[config.mk]
export PLATFORM = sky130hd
export DESIGN_NAME = uart_rx_cfg
export DESIGN_NICKNAME = d
export VERILOG_FILES = /design/src/rtl/uart_pkg.sv /design/src/rtl/uart_baud_tick.sv /design/src/rtl/uart_rx_cfg.sv
export SDC_FILE = /design/constraint.sdc
export NUM_CORES = 1
export LEC_CHECK = 0
export BUFFER_PORTS_ARGS = -buffer_cell sky130_fd_sc_hd__buf_2
export CORE_ASPECT_RATIO = 1.5
export CORE_MARGIN = 2
export CORE_UTILIZATION = 40
export CTS_CLUSTER_SIZE = 25
export DETAILED_ROUTE_END_ITERATION = 10
export GPL_ROUTABILITY_DRIVEN = 0
export SLEW_MARGIN = 30
export SYNTH_ARGS = -nofsm -noshare
export SYNTH_HDL_FRONTEND = slang
export SYNTH_SLANG_ARGS = --single-unit
[constraint.sdc]
create_clock -name clk -period 3.2 [get_ports clk]
set_input_delay 0.64 -clock clk [delete_from_list [all_inputs] [get_ports clk]]
set_output_delay 0.64 -clock clk [all_outputs]
set_load 0.01 [all_outputs]
[src/rtl/uart_pkg.sv]
// Shared UART definitions: parity encodings, receiver FSM states and the
// 3-sample majority helper.
package uart_pkg;

    localparam int OVS_DEFAULT = 16;

    localparam logic [1:0] PAR_NONE     = 2'b00;
    localparam logic [1:0] PAR_EVEN     = 2'b01;
    localparam logic [1:0] PAR_ODD      = 2'b10;
    localparam logic [1:0] PAR_NONE_ALT = 2'b11;

    typedef enum logic [2:0] {
        ST_IDLE      = 3'd0,
        ST_START     = 3'd1,
        ST_DATA      = 3'd2,
        ST_PARITY    = 3'd3,
        ST_STOP      = 3'd4,
        ST_WAIT_HIGH = 3'd5
    } rx_state_e;

    function automatic logic maj3(input logic [2:0] s);
        return (s[0] & s[1]) | (s[0] & s[2]) | (s[1] & s[2]);
    endfunction

endpackage

[src/rtl/uart_baud_tick.sv]
// Free-running sample-tick generator: one tick every max(baud_div,1) clocks.
module uart_baud_tick #(
    parameter int DIV_W = 16
) (
    input  logic             clk,
    input  logic             rst,
    input  logic [DIV_W-1:0] baud_div,
    output logic             tick
);

    logic [DIV_W-1:0] cnt;
    logic [DIV_W-1:0] last;

    // >= rather than == so a divider lowered on the fly cannot strand the count
    assign last = (baud_div == '0) ? '0 : baud_div - 1'b1;

    always_ff @(posedge clk or negedge rst) begin
        if (!rst) begin
            cnt  <= '0;
            tick <= 1'b0;
        end else if (cnt >= last) begin
            cnt  <= '0;
            tick <= 1'b1;
        end else begin
            cnt  <= cnt + 1'b1;
            tick <= 1'b0;
        end
    end

endmodule

[src/rtl/uart_rx_cfg.sv]
// Configurable UART receiver: oversampled majority-vote bit recovery with
// per-frame latched format and a valid/ready output holding register.
module uart_rx_cfg
    import uart_pkg::*;
#(
    parameter int DATA_W = 9,
    parameter int OVS    = OVS_DEFAULT,
    parameter int DIV_W  = 16
) (
    input  logic              clk,
    input  logic              rst,
    input  logic              rx,
    input  logic [DIV_W-1:0]  baud_div,
    input  logic [3:0]        data_bits,
    input  logic [1:0]        parity_mode,
    input  logic              stop_bits,
    output logic [DATA_W-1:0] rx_data,
    output logic              rx_valid,
    input  logic              rx_ready,
    output logic              parity_error,
    output logic              frame_error,
    output logic              break_det,
    output logic              overrun,
    output logic [2:0]        dbg_state
);

    localparam int PH_W = $clog2(OVS);
    localparam logic [PH_W-1:0] PH_A   = PH_W'(OVS / 2 - 1);
    localparam logic [PH_W-1:0] PH_B   = PH_W'(OVS / 2);
    localparam logic [PH_W-1:0] PH_C   = PH_W'(OVS / 2 + 1);
    localparam logic [PH_W-1:0] PH_END = PH_W'(OVS - 1);

    logic tick;

    uart_baud_tick #(.DIV_W(DIV_W)) u_baud_tick (
        .clk      (clk),
        .rst      (rst),
        .baud_div (baud_div),
        .tick     (tick)
    );

    logic              rx_m, rx_s, rx_prev;
    rx_state_e         state;
    logic [PH_W-1:0]   phase;
    logic [2:0]        samp;
    logic [3:0]        bit_cnt, nbits, nbits_in;
    logic              par_en, par_odd, stop2, stop_idx;
    logic [DATA_W-1:0] shift;
    logic              par_acc, any_one, ferr, perr;
    logic              vote_reg, vote_now, bit_end;
    logic              stop_last, stop_vote, stop_end, ferr_fin, brk_fin;

    assign dbg_state = state;
    assign nbits_in  = (data_bits > 4'(DATA_W)) ? 4'(DATA_W) : data_bits;
    assign vote_reg  = maj3(samp);
    assign vote_now  = maj3({rx_s, samp[1], samp[0]});
    assign bit_end   = tick && (phase == PH_END);

    // The final stop bit is closed right after its third sample so a
    // back-to-back start edge is never missed.
    assign stop_last = (stop_idx == stop2);
    assign stop_vote = stop_last ? vote_now : vote_reg;
    assign stop_end  = tick && (stop_last ? (phase == PH_C) : (phase == PH_END));
    assign ferr_fin  = ferr | ~stop_vote;
    assign brk_fin   = ~(any_one | (~stop_idx & stop_vote));

    always_ff @(posedge clk or negedge rst) begin
        if (!rst) begin
            rx_m <= 1'b1;
            rx_s <= 1'b1;
            rx_prev <= 1'b1;
        end else begin
            rx_m <= rx;
            rx_s <= rx_m;
            rx_prev <= rx_s;
        end
    end

    // Output handshake: rx_data and flags are held while rx_valid is high and
    // change only on an edge where rx_valid && rx_ready, or when a completing
    // frame is loaded into an empty/accepting slot in that same edge.
    always_ff @(posedge clk or negedge rst) begin
        if (!rst) begin
            state        <= ST_IDLE;
            phase        <= '0;
            samp         <= '0;
            bit_cnt      <= '0;
            nbits        <= '0;
            par_en       <= 1'b0;
            par_odd      <= 1'b0;
            stop2        <= 1'b0;
            stop_idx     <= 1'b0;
            shift        <= '0;
            par_acc      <= 1'b0;
            any_one      <= 1'b0;
            ferr         <= 1'b0;
            perr         <= 1'b0;
            rx_data      <= '0;
            rx_valid     <= 1'b0;
            parity_error <= 1'b0;
            frame_error  <= 1'b0;
            break_det    <= 1'b0;
            overrun      <= 1'b0;
        end else begin
            overrun <= 1'b0;
            if (rx_valid && rx_ready)
                rx_valid <= 1'b0;

            if (tick && state != ST_IDLE && state != ST_WAIT_HIGH) begin
                phase <= (phase == PH_END) ? '0 : phase + 1'b1;
                if (phase == PH_A) samp[0] <= rx_s;
                if (phase == PH_B) samp[1] <= rx_s;
                if (phase == PH_C) samp[2] <= rx_s;
            end

            case (state)
                ST_IDLE: begin
                    if (rx_prev && !rx_s) begin
                        state    <= ST_START;
                        phase    <= '0;
                        nbits    <= nbits_in;
                        par_en   <= (parity_mode == PAR_EVEN) || (parity_mode == PAR_ODD);
                        par_odd  <= (parity_mode == PAR_ODD);
                        stop2    <= stop_bits;
                        bit_cnt  <= '0;
                        stop_idx <= 1'b0;
                        shift    <= '0;
                        par_acc  <= 1'b0;
                        any_one  <= 1'b0;
                        ferr     <= 1'b0;
                        perr     <= 1'b0;
                    end
                end
                ST_START: begin
                    if (bit_end)
                        state <= vote_reg ? ST_IDLE : ST_DATA;
                end
                ST_DATA: begin
                    if (bit_end) begin
                        shift[bit_cnt] <= vote_reg;
                        par_acc        <= par_acc ^ vote_reg;
                        any_one        <= any_one | vote_reg;
                        bit_cnt        <= bit_cnt + 1'b1;
                        if (bit_cnt == nbits - 1'b1)
                            state <= par_en ? ST_PARITY : ST_STOP;
                    end
                end
                ST_PARITY: begin
                    if (bit_end) begin
                        perr    <= par_acc ^ vote_reg ^ par_odd;
                        any_one <= any_one | vote_reg;
                        state   <= ST_STOP;
                    end
                end
                ST_STOP: begin
                    if (stop_end) begin
                        if (!stop_last) begin
                            stop_idx <= 1'b1;
                            any_one  <= any_one | stop_vote;
                            ferr     <= ferr_fin;
                        end else begin
                            if (!rx_valid || rx_ready) begin
                                rx_data      <= shift;
                                rx_valid     <= 1'b1;
                                parity_error <= perr;
                                frame_error  <= ferr_fin;
                                break_det    <= brk_fin;
                            end else begin
                                overrun <= 1'b1;
                            end
                            state <= ferr_fin ? ST_WAIT_HIGH : ST_IDLE;
                        end
                    end
                end
                ST_WAIT_HIGH: begin
                    if (rx_s)
                        state <= ST_IDLE;
                end
                default: state <= ST_IDLE;
            endcase
        end
    end

endmodule

==> impl_metrics.yaml <==
global_routing:
  grt-ovfl-total: 0
  antenna_found_initial: 0
  grt_pass1_vias: 3303
  grt_pass1_wl_mm: 14.6
  grt_max_degree: 27
  grtUsageTotal_pct: 16.6
power_and_ir_drop:
  seq_power_share_pct: 40.1
  power.density_mw_per_mm2: 540
  p_comb_share_pct: 17.9
  ir_drop_mv: 0.208
  intPower_mw: 1.94
  switching_power_mw: 0.726
  p_leak_nw: 2.49
  pwr-share-clk_pct: 42.0
  swShare_pct: 27.2
  power.total_mw: 2.67
floorplanning:
  boundaryPins: 44
  coreArea_mm2: 0.0101
  start_util_pct: 41.0
  die_x_um: 87.0
  die_area_mm2: 0.0112
  row_count: 45
  die_h_um: 128
route:
  drc: 0
  drt_iter0_markers: 145
  firstDrtPassIters: 4
  num_vias: 3156
  viasPerCell: 5.22
  wl_mm: 8.53
  antenna_left: 0
  drt-wirelength-per-cell_um: 14.1
layout:
  layout.nets: 538
  antenna-diode-count: 0
  drive_gt1_share_pct: 23.8
  final_common_cell: "nand2_1"
  mostFrequentLayoutCells: "nand2_1, dfrtp_1, buf_2"
  syn_to_final_growth_pct: 19.6
  multi_input_comb_area_mm2: 0.00225
  fillers: 945
  ff_latch_area_mm2: 0.00173
yosys:
  synth-async-reset-ratio_pct: 100
  yosys-top-cells-area: "dfrtp_1, ha_1, nand2_1"
  synth_top_area_share_pct: 40.0
  syn_area_per_cell_um2: 9.86
  synth_top_area_cell: "dfrtp_1"
  yosys_warnings: 0
  synth_cell_types: 59
  synth_nets: 474
  ys.flop_type: "dfrtp_1"
  yosysSeqAreaShare_pct: 41.9
  ys_seq_elements: 69
  syn_inst: 419
  synth_edf_count: 0
  syn_area_mm2: 0.00413
sta:
  max_freq_mhz: 326
  clock_skew_ps: 7.77
  fin_crit_ps: 3070
  setup_viol: 0
  whs_ps: 285
  slew_viol_final: 0
  hold_viol: 0
  post-route-period-util_pct: 95.9
  worst_pin_slew_ps: 700
  slew_headroom_pct: 53.4
  rsz0062_at_grt: "false"
place:
  dp_hpwl_mm: 6.69
  portBuffers: 43
worst_hold_path:
  hold_class: "in2async"
clock_network:
  cts_tree: "yes"
  ctsResizeCount: 0
  root_buffer: "clkbuf_16"
  clk_latency_ps: 330
  hold_buffers: 0
  h-tree-depth: 3
  path_clk_slew_ps: 60
  clockBufferDepth: 2
  post_cts_buffers: 0
  numCtsBuffers: 9
  clock-sinks: 69
worst_setup_path:
  worstSetupPathType: "in2reg"
  rr_worst_depth: 6
  crit_top_cell: "a21o_1"
  worstPathArrival_ps: 3330
  cp_slowest_stage_delay_ps: 560
  path_cells: "buf_2, or4_4, or2_4, nor3_2, xor2_1, nand2_1, ha_1, a21o_1, a21o_1, a221oi_2, o221ai_2, buf_12, nor2_1"
  cp_slowest_cell: "or4_4"
  cpLargestDelayFamily: "simple AND/OR/NAND/NOR gates"
  critPathMaxFanout: 17
  crit_buf_inv: 2
  cp-end-kind: "register"
  crit_cells: 13
  start_kind: "primary input"
  worst-endpoint-required_ps: 3470
job:
  cap_violations: 0
status:
  status: "completed"
## sequential cells by signal, summed over array words and instances (netlist names), 3 cells and up
register	count
bit_cnt	4
shift	9
rx_data	9
samp	3
dbg_state	3
u_baud_tick.cnt	16
phase	4
nbits	4
## final cells by class
class                      count  share of cell area [%]
sequential                    69                    35.0
multi-input combinational    320                    45.6
clock buffer                   9                    4.56
inverter                      18                    1.37
tap                          117                    2.96
timing repair buffer          65                    8.21
clock inverter                 7                    2.31
## final timing paths
kind / from / end / slack, ps
max in group asynchronous: rst / rx_s / 2160
worst max register to register: phase[1] / parity_error / 980
worst max-delay path: baud_div[9] / u_baud_tick.cnt[11] / 130
worst min register to register: rx_m / rx_s / 350
worst min-delay path: rst / nbits[1] / 290
min in group clk: rx_m / rx_s / 350
## layer usage
layer | part of all wire (%) | routed length, µm | up-vias | global-route usage [%]
met2 | 55 | 4710 | 57 | 31.1
li1 | - | - | 1575 | -
met5 | 0 | 0 | - | 0
met3 | 3.2 | 272 | 18 | 3.98
met1 | 39 | 3310 | 1506 | 16.7
met4 | 2.8 | 240 | 0 | 8.36
## power groups by stage
stage,Combinational [mW],Sequential (mW),Clock [mW]
final,0.478,1.07,1.12
after global routing,0.548,1.08,1.19
after CTS,0.484,1.07,1.15
after detailed placement,0.482,1.08,0
after global placement,0.461,1.08,0
after floorplan,0.326,1.06,0
## per-stage QoR
stage	area, µm²	cells	setup TNS, ps	util [%]	setup WS (ps)
after CTS	4940	605	0	49.0	133
after global placement	4600	589	-2290	45.6	-142
after global routing	4940	605	0	49.0	19.4
final	4940	605	0	49.0	132
after floorplan	4130	419	-419	-	-48.2
after detailed placement	4600	589	-3460	45.6	-220
## synth_stat cells, types with 8 or more instances
| library cell | count |
|---|---|
| o21ai_0 | 17 |
| nand3_1 | 12 |
| ha_1 | 28 |
| mux2i_1 | 9 |
| dfrtp_1 | 66 |
| nor2_1 | 38 |
| xnor2_1 | 17 |
| xor2_1 | 21 |
| inv_1 | 18 |
| nor3_1 | 9 |
| buf_2 | 8 |
| nand2_1 | 67 |
## cells by family (layout without fill, tap and decap cells)
logic type               Yosys count  after routing  synth area share (%)
AO/OA/AOI/OAI                     55             55                  9.09
XOR/XNOR                          39             39                  8.45
adder cells (fa/ha/maj)           29             29                  8.72
buffers and inverters             30             99                  3.64
flip-flops                        69             69                  41.9
multiplexers                      22             22                  6.27
AND/OR/NAND/NOR                  175            175                  21.9
Note: power is estimated with default switching activity, not from simulation.
